### src/rtl/msk_sbox_layer_seq.sv
// msk_sbox_layer_seq: initiator/sequencer for the masked Ascon substitution layer.
// Captures a d-share masked 320-bit state (64 columns x 5 rows), streams column
// groups through NLANES masked 5-bit S-boxes (HPC2 ANDs, latency 2) while
// consuming one fresh randomness word per issue, and writes results back in place.
// Ports:
//   clk, rst           clock, synchronous active-high reset
//   start              begin a layer (sampled only in IDLE)
//   state_in/out       masked state, row r col c shares at [((r*64)+c)*d +: d]
//   busy, done         busy in RUN/DRAIN; done pulses in first IDLE cycle
//   rnd_in/valid/ready randomness handshake; lane l uses [l*5*NRND +: 5*NRND]

// msk_sbox5: masked Ascon 5-bit S-box, two register stages.
// Ports: clk; x/y rows r at [r*D +: D]; rnd holds 5 AND slices of NRND bits.
module msk_sbox5 #(
   parameter int D = 2
) (
   input  logic                         clk,
   input  logic [5*D-1:0]               x,
   input  logic [5*((D*(D-1))/2)-1:0]   rnd,
   output logic [5*D-1:0]               y
);
   localparam int NRND = (D*(D-1))/2;

   function automatic int unsigned pidx(input int unsigned i, input int unsigned j);
      int unsigned lo, hi;
      lo = (i < j) ? i : j;
      hi = (i < j) ? j : i;
      return lo*D - (lo*(lo+1))/2 + (hi-lo-1);
   endfunction

   logic [D-1:0]          a    [5];
   logic [D-1:0]          a_s1 [5];
   logic [NRND-1:0]       rr_s1[5];
   logic [D-1:0][D-1:0]   qr_s1[5];
   logic [D-1:0]          a_s2 [5];
   logic [D-1:0]          ab_s2[5];
   logic [D-1:0][D-1:0]   u_s2 [5];
   logic [D-1:0][D-1:0]   w_s2 [5];
   logic [D-1:0]          t    [5];
   logic [D-1:0]          b    [5];

   // share-wise linear input layer
   always_comb begin
      a[0] = x[0*D +: D] ^ x[4*D +: D];
      a[1] = x[1*D +: D];
      a[2] = x[2*D +: D] ^ x[1*D +: D];
      a[3] = x[3*D +: D];
      a[4] = x[4*D +: D] ^ x[3*D +: D];
   end

   // HPC2 AND k computes (~a[k]) & a[k+1]; the NOT is folded into share 0 of
   // the first operand. Stage 1 blinds the cross-share operand with r_ij.
   always_ff @(posedge clk) begin
      for (int unsigned k = 0; k < 5; k++) begin
         a_s1[k]  <= a[k];
         rr_s1[k] <= rnd[k*NRND +: NRND];
         for (int unsigned i = 0; i < D; i++)
            for (int unsigned j = 0; j < D; j++)
               qr_s1[k][i][j] <= (i == j) ? 1'b0 :
                                 a[(k+1)%5][j] ^ rnd[k*NRND + pidx(i, j)];
      end
   end

   always_ff @(posedge clk) begin
      for (int unsigned k = 0; k < 5; k++) begin
         a_s2[k] <= a_s1[k];
         for (int unsigned i = 0; i < D; i++) begin
            ab_s2[k][i] <= (a_s1[k][i] ^ (i == 0)) & a_s1[(k+1)%5][i];
            for (int unsigned j = 0; j < D; j++) begin
               u_s2[k][i][j] <= (i == j) ? 1'b0 :
                                ~(a_s1[k][i] ^ (i == 0)) & rr_s1[k][pidx(i, j)];
               w_s2[k][i][j] <= (a_s1[k][i] ^ (i == 0)) & qr_s1[k][i][j];
            end
         end
      end
   end

   always_comb begin
      for (int unsigned k = 0; k < 5; k++)
         for (int unsigned i = 0; i < D; i++)
            t[k][i] = ab_s2[k][i] ^ (^u_s2[k][i]) ^ (^w_s2[k][i]);
      for (int unsigned k = 0; k < 5; k++)
         b[k] = a_s2[k] ^ t[(k+1)%5];
      y[0*D +: D] = b[0] ^ b[4];
      y[1*D +: D] = b[1] ^ b[0];
      y[2*D +: D] = b[2] ^ D'(1);
      y[3*D +: D] = b[3] ^ b[2];
      y[4*D +: D] = b[4];
   end
endmodule

module msk_sbox_layer_seq #(
   parameter int d      = 2,
   parameter int NLANES = 4
) (
   input  logic                                clk,
   input  logic                                rst,
   input  logic                                start,
   input  logic [320*d-1:0]                    state_in,
   output logic                                busy,
   output logic                                done,
   output logic [320*d-1:0]                    state_out,
   input  logic [NLANES*5*((d*(d-1))/2)-1:0]   rnd_in,
   input  logic                                rnd_valid,
   output logic                                rnd_ready
);
   localparam int NRND = (d*(d-1))/2;
   localparam int NG   = 64/NLANES;
   localparam int GW   = $clog2(NG+1);
   localparam int IW   = $clog2(320*d);

   typedef enum logic [1:0] {IDLE, RUN, DRAIN} state_t;

   state_t             state_q, state_d;
   logic [GW-1:0]      g_q, wb_q;
   logic [1:0]         v_q;
   logic [GW-1:0]      gidx_q [2];
   logic               done_q;
   logic [320*d-1:0]   st_q;
   logic               issue, last_wb;
   logic [5*d-1:0]     lane_x [NLANES];
   logic [5*d-1:0]     lane_y [NLANES];

   assign busy      = (state_q != IDLE);
   assign done      = done_q;
   assign state_out = st_q;

   always_comb begin
      state_d   = state_q;
      rnd_ready = 1'b0;
      issue     = 1'b0;
      last_wb   = v_q[1] && (wb_q == GW'(NG-1));
      case (state_q)
         IDLE:  if (start) state_d = RUN;
         RUN: begin
            rnd_ready = (g_q < GW'(NG));
            issue     = rnd_ready && rnd_valid;
            if (issue && (g_q == GW'(NG-1))) state_d = DRAIN;
         end
         DRAIN: if (last_wb) state_d = IDLE;
         default: state_d = IDLE;
      endcase
   end

   // column gather for group g_q
   always_comb begin
      for (int unsigned l = 0; l < NLANES; l++) begin
         lane_x[l] = '0;
         for (int unsigned r = 0; r < 5; r++)
            lane_x[l][r*d +: d] = st_q[IW'((r*64 + g_q*NLANES + l)*d) +: d];
      end
   end

   for (genvar l = 0; l < NLANES; l++) begin : g_lane
      msk_sbox5 #(.D(d)) u_sbox (
         .clk (clk),
         .x   (lane_x[l]),
         .rnd (rnd_in[l*5*NRND +: 5*NRND]),
         .y   (lane_y[l])
      );
   end

   always_ff @(posedge clk) begin
      if (rst) begin
         state_q   <= IDLE;
         g_q       <= '0;
         wb_q      <= '0;
         v_q       <= '0;
         gidx_q[0] <= '0;
         gidx_q[1] <= '0;
         done_q    <= 1'b0;
         st_q      <= '0;
      end else begin
         state_q   <= state_d;
         done_q    <= (state_q == DRAIN) && last_wb;
         v_q       <= {v_q[0], issue};
         gidx_q[0] <= g_q;
         gidx_q[1] <= gidx_q[0];
         if ((state_q == IDLE) && start) begin
            st_q <= state_in;
            g_q  <= '0;
            wb_q <= '0;
         end else begin
            if (issue) g_q <= g_q + GW'(1);
            // writeback targets group g-2 or older, never the group being read
            if (v_q[1]) begin
               wb_q <= wb_q + GW'(1);
               for (int unsigned l = 0; l < NLANES; l++)
                  for (int unsigned r = 0; r < 5; r++)
                     st_q[IW'((r*64 + gidx_q[1]*NLANES + l)*d) +: d] <= lane_y[l][r*d +: d];
            end
         end
      end
   end
endmodule

### config.mk
export PLATFORM = sky130hd
export DESIGN_NAME = msk_sbox_layer_seq
export DESIGN_NICKNAME = d
export VERILOG_FILES = /design/src/rtl/msk_sbox_layer_seq.sv
export SDC_FILE = /design/constraint.sdc
export NUM_CORES = 2
export LEC_CHECK = 0
export CAP_MARGIN = 5
export CORE_AREA = 5 5 512 514
export DETAILED_ROUTE_END_ITERATION = 6
export DIE_AREA = 0 0 517 519
export SLEW_MARGIN = 40
export SYNTH_ARGS = -nofsm -noshare
export SYNTH_HDL_FRONTEND = slang
export SYNTH_SLANG_ARGS = --single-unit
### constraint.sdc
create_clock -name clk -period 3.6 [get_ports clk]
set_input_delay 1.08 -clock clk [delete_from_list [all_inputs] [get_ports clk]]
set_output_delay 1.08 -clock clk [all_outputs]
set_load 0.02 [all_outputs]
==> metrics.txt <==
# TYPE chip_impl_metric gauge
chip_impl_info{name="outcome",value="finished, violations left"} 1
chip_impl_info{name="violations_in_the_final_reports",value="design-rule violations, negative setup slack"} 1
chip_impl_metric{name="powerDensity",unit="nW/um^2"} 705
chip_impl_metric{name="die_area",unit="um^2"} 268000
chip_impl_metric{name="start_util",unit="%"} 19.6
chip_impl_info{name="clk_root_buffer_cell",value="sky130_fd_sc_hd__clkbuf_16"} 1
chip_impl_metric{name="p_sw_share",unit="%"} 51.5
chip_impl_metric{name="report.final.slew_viol_count",unit=""} 0
chip_impl_metric{name="routed_wl",unit="um"} 566000
chip_impl_metric{name="sequential_power_share",unit="%"} 23.6
chip_impl_info{name="critical_path.reg2reg.startpoint",value="gidx_q[0][6]$_SDFF_PP0_"} 1
chip_impl_metric{name="synth_top_cell_area_share",unit="%"} 36.8
chip_impl_metric{name="holdBufCountCts",unit=""} 0
chip_impl_metric{name="final.fill_count",unit=""} 26984
chip_impl_metric{name="power_switching",unit="mW"} 28.9
chip_impl_metric{name="detail_route.drc_violations",unit=""} 8
chip_impl_info{name="critPathKind",value="reg -> out"} 1
chip_impl_metric{name="final_min_period_over_clock_period",unit="%"} 100
chip_impl_metric{name="finalWorstSetupSlack",unit="ps"} -9.89
chip_impl_metric{name="post_synth.cell_area_avg",unit="um^2"} 8.25
chip_impl_metric{name="place_ws",unit="ps"} -553
chip_impl_metric{name="setup_failing_eps_final",unit=""} 1
chip_impl_metric{name="clock_power_share",unit="%"} 22.3
chip_impl_metric{name="synth_cells",unit=""} 6101
chip_impl_metric{name="crit_fanout",unit=""} 3
chip_impl_info{name="critPathLaunch",value="state_out[355]$_SDFFE_PP0P_"} 1
chip_impl_metric{name="cp_data_arrival_time",unit="ps"} 2530
chip_impl_metric{name="max-vdd-ir-drop",unit="mV"} 1.02
chip_impl_info{name="rsz_0062_raised_after_global_routing",value="yes"} 1
chip_impl_metric{name="cts_made_buffers",unit=""} 113
chip_impl_metric{name="grt_start_max_net_pins",unit=""} 122
chip_impl_metric{name="tightest_slew",unit="ps"} 1040
chip_impl_metric{name="chipHeight",unit="um"} 519
chip_impl_metric{name="avgRoutedWirePerCell",unit="um"} 48.9
chip_impl_info{name="worst_path_max_delay_cell",value="sky130_fd_sc_hd__clkdlybuf4s50_1"} 1
chip_impl_metric{name="drt-vias-per-instance",unit=""} 5.90
chip_impl_metric{name="synth-edff-count",unit=""} 0
chip_impl_metric{name="proportion_of_synthesized_chip_area_in_sequential_cells",unit="%"} 36.8
chip_impl_info{name="critical_path.top_delay_family",value="buffers and inverters"} 1
chip_impl_metric{name="skew",unit="ps"} 108
chip_impl_metric{name="hold-worst-slack",unit="ps"} 358
chip_impl_metric{name="max-clock-path-buffers",unit=""} 3
chip_impl_metric{name="floorplan.rows",unit=""} 186
chip_impl_info{name="cp-end-kind",value="primary output"} 1
chip_impl_metric{name="routabilityCongestion",unit=""} 1.07
chip_impl_metric{name="worstSkewPairLatency",unit="ps"} 850
chip_impl_metric{name="tmin_final",unit="ps"} 3610
chip_impl_metric{name="grt_antenna_before_repair",unit=""} 116
chip_impl_metric{name="die_w",unit="um"} 517
chip_impl_metric{name="h_tree_lvls",unit=""} 3
chip_impl_metric{name="count_of_yosys_warnings_during_synthesis",unit=""} 0
chip_impl_metric{name="detailed_routing_iteration_count_for_the_pre_antenna_repair_pass",unit=""} 7
chip_impl_info{name="most_instantiated_flip_flop_cell_in_the_synthesis_netlist",value="sky130_fd_sc_hd__dfxtp_1"} 1
chip_impl_metric{name="numPortBuffers",unit=""} 1306
chip_impl_info{name="final_cell_mix",value="1303 x sky130_fd_sc_hd__clkdlybuf4s50_1, 956 x sky130_fd_sc_hd__buf_4, 916 x sky130_fd_sc_hd__dfxtp_1"} 1
chip_impl_info{name="hp-start",value="g_lane[3].u_sbox.qr_s1[0][1]$_DFF_P_"} 1
chip_impl_metric{name="placeableCoreArea",unit="um^2"} 256000
chip_impl_info{name="startpoint_type",value="register"} 1
chip_impl_metric{name="first_iter_violations",unit=""} 11646
chip_impl_metric{name="antenna_left",unit=""} 0
chip_impl_metric{name="dp.final_hpwl",unit="um"} 469000
chip_impl_info{name="hold_path.class",value="reg -> reg"} 1
chip_impl_metric{name="yosys_register_bits",unit=""} 925
chip_impl_metric{name="gr-total-overflow",unit=""} 0
chip_impl_metric{name="route.vias.total",unit=""} 68270
chip_impl_metric{name="crit_buf_inv",unit=""} 1
chip_impl_metric{name="netlist-cell-type-count",unit=""} 95
chip_impl_metric{name="syn_to_final_growth",unit="%"} 58.0
chip_impl_metric{name="synth-async-reset-ratio",unit="%"} 0
chip_impl_metric{name="cts.sinks",unit=""} 925
chip_impl_metric{name="worst_path_clk_slew",unit="ps"} 60
chip_impl_metric{name="syn-cell-area",unit="um^2"} 50300
chip_impl_metric{name="timing.critical_path.required",unit="ps"} 2520
chip_impl_metric{name="timing.max_cap.violations",unit=""} 0
chip_impl_metric{name="max_clock_freq",unit="GHz"} 0.277
chip_impl_metric{name="max-slew-margin-rel",unit="%"} 30.4
chip_impl_info{name="clock_tree_from_tritoncts",value="yes"} 1
chip_impl_metric{name="synth_nets",unit=""} 6777
chip_impl_metric{name="drive_gt1_share",unit="%"} 19.8
chip_impl_metric{name="number_of_global_route_vias_before_repair",unit=""} 63534
chip_impl_metric{name="grt_use_total",unit="%"} 40.1
chip_impl_metric{name="layout.nets",unit=""} 8706
chip_impl_info{name="layout.cells.most_common",value="sky130_fd_sc_hd__clkdlybuf4s50_1"} 1
chip_impl_info{name="worstPathCellList",value="clkdlybuf4s50_1"} 1
chip_impl_metric{name="cellInternalPower",unit="mW"} 27.2
chip_impl_info{name="synth_top_area_cell",value="sky130_fd_sc_hd__dfxtp_1"} 1
chip_impl_metric{name="hold_violations",unit=""} 0
chip_impl_metric{name="grt_pass1_wl",unit="um"} 707000
chip_impl_metric{name="boundaryPins",unit=""} 1307
chip_impl_info{name="synth_area_leaders",value="sky130_fd_sc_hd__dfxtp_1 37%, sky130_fd_sc_hd__mux4_2 7.7%, sky130_fd_sc_hd__a21oi_1 6.4%"} 1
chip_impl_metric{name="comb_power_share",unit="%"} 54.1
chip_impl_metric{name="worst_stage_delay_on_the_critical_path",unit="ps"} 880
chip_impl_metric{name="leakagePower",unit="nW"} 28.8
[cells in the mapped netlist (all sizes together) (25+ instances only)]
master	instances
dfxtp	925
nor2	724
o21ai	643
a21oi	639
nand2	510
clkbuf	393
nor3	192
mux4	172
buf	155
xnor2	146
and2	123
nand3	117
a22oi	113
a221oi	112
xor2	98
nor2b	96
a211oi	90
o221ai	87
mux2i	78
a31oi	69
o211ai	64
o22ai	58
a222oi	57
a32oi	38
a311oi	31
o31ai	28
nor4	25
[routing by layer]
metal  part of all wire, %  up-vias  global-route usage [%]
met2                    40     5655                    56.3
met5                 0.085        -                   0.559
met4                   7.2       42                    23.5
li1                      -    26692                       -
met3                    12     1081                    13.4
met1                    41    34800                    52.8
[final cells by class]
class                           instances  area, um^2  share of cell area [%]
Clock buffer                          152        3180                    3.99
Multi-Input combinational cell       4602       30300                    38.1
Clock inverter                         55         757                   0.952
Sequential cell                       925       18500                    23.3
Antenna cell                           61         153                   0.192
Inverter                               26         106                   0.134
Timing Repair Buffer                 2362       22300                    28.0
Tap cell                             3384        4230                    5.33
[registers in the layout (all words and copies together), names as in the netlist]
name / flops
g_lane.u_sbox.ab_s2: 40
done: 1
g_lane.u_sbox.qr_s1: 40
g_lane.u_sbox.rr_s1: 20
g_lane.u_sbox.a_s2: 40
g_q: 5
state_q: 2
state_out: 640
gidx_q: 10
v_q: 2
g_lane.u_sbox.u_s2: 40
g_lane.u_sbox.w_s2: 40
wb_q: 5
g_lane.u_sbox.a_s1: 40
[final timing paths]
check                                                      endpoint  slack, ps  depth (start not counted)
worst max register to register          state_out[241]$_SDFFE_PP0P_         10                         14
worst min register to register  g_lane[3].u_sbox.w_s2[0][2]$_DFF_P_        360                          1
worst max-delay path                                 state_out[355]        -10                          1
worst min-delay path            g_lane[3].u_sbox.w_s2[0][2]$_DFF_P_        360                          1
[timing repair]
action                     in CTS  in global routing
resized for setup               3                 32
setup buffers                   0                  4
setup endpoints to repair       8                 45
[kinds of logic after synthesis]
kind of cell | after synthesis | share of synthesized area, %
AND/OR/NAND/NOR | 1896 | 16.9
buffers and inverters | 574 | 4.64
XOR/XNOR | 244 | 4.26
flip-flops | 925 | 36.8
adder cells (fa/ha/maj) | 12 | 0.298
multiplexers | 268 | 9.65
AO/OA/AOI/OAI | 2182 | 27.4
[per-stage QoR]
stage          area, um^2  TNS [ps]  total power, mW  cells  util, %
3_3_place_gp        75000   -149300             41.8  11291     29.2
5_1_grt             79400     -43.0             55.8  11532     31.0
3_5_place_dp        75200   -123400             42.1  11295     29.3
4_1_cts             79200     -39.3             54.6  11502     30.9
2_1_floorplan       50300         0             21.8   6101        -
6_report            79500     -9.89             56.1  11567     31.0
[power groups by stage]
stage | clock, mW | sequential, mW | combinational (mW)
after floorplan | 0 | 13.2 | 8.58
after global placement | 0 | 13.4 | 28.4
after detailed placement | 0 | 13.4 | 28.7
after CTS | 12.6 | 13.2 | 28.8
after global routing | 12.9 | 13.3 | 29.6
final | 12.5 | 13.2 | 30.3
No activity file was read; power rests on OpenSTA's default activity.
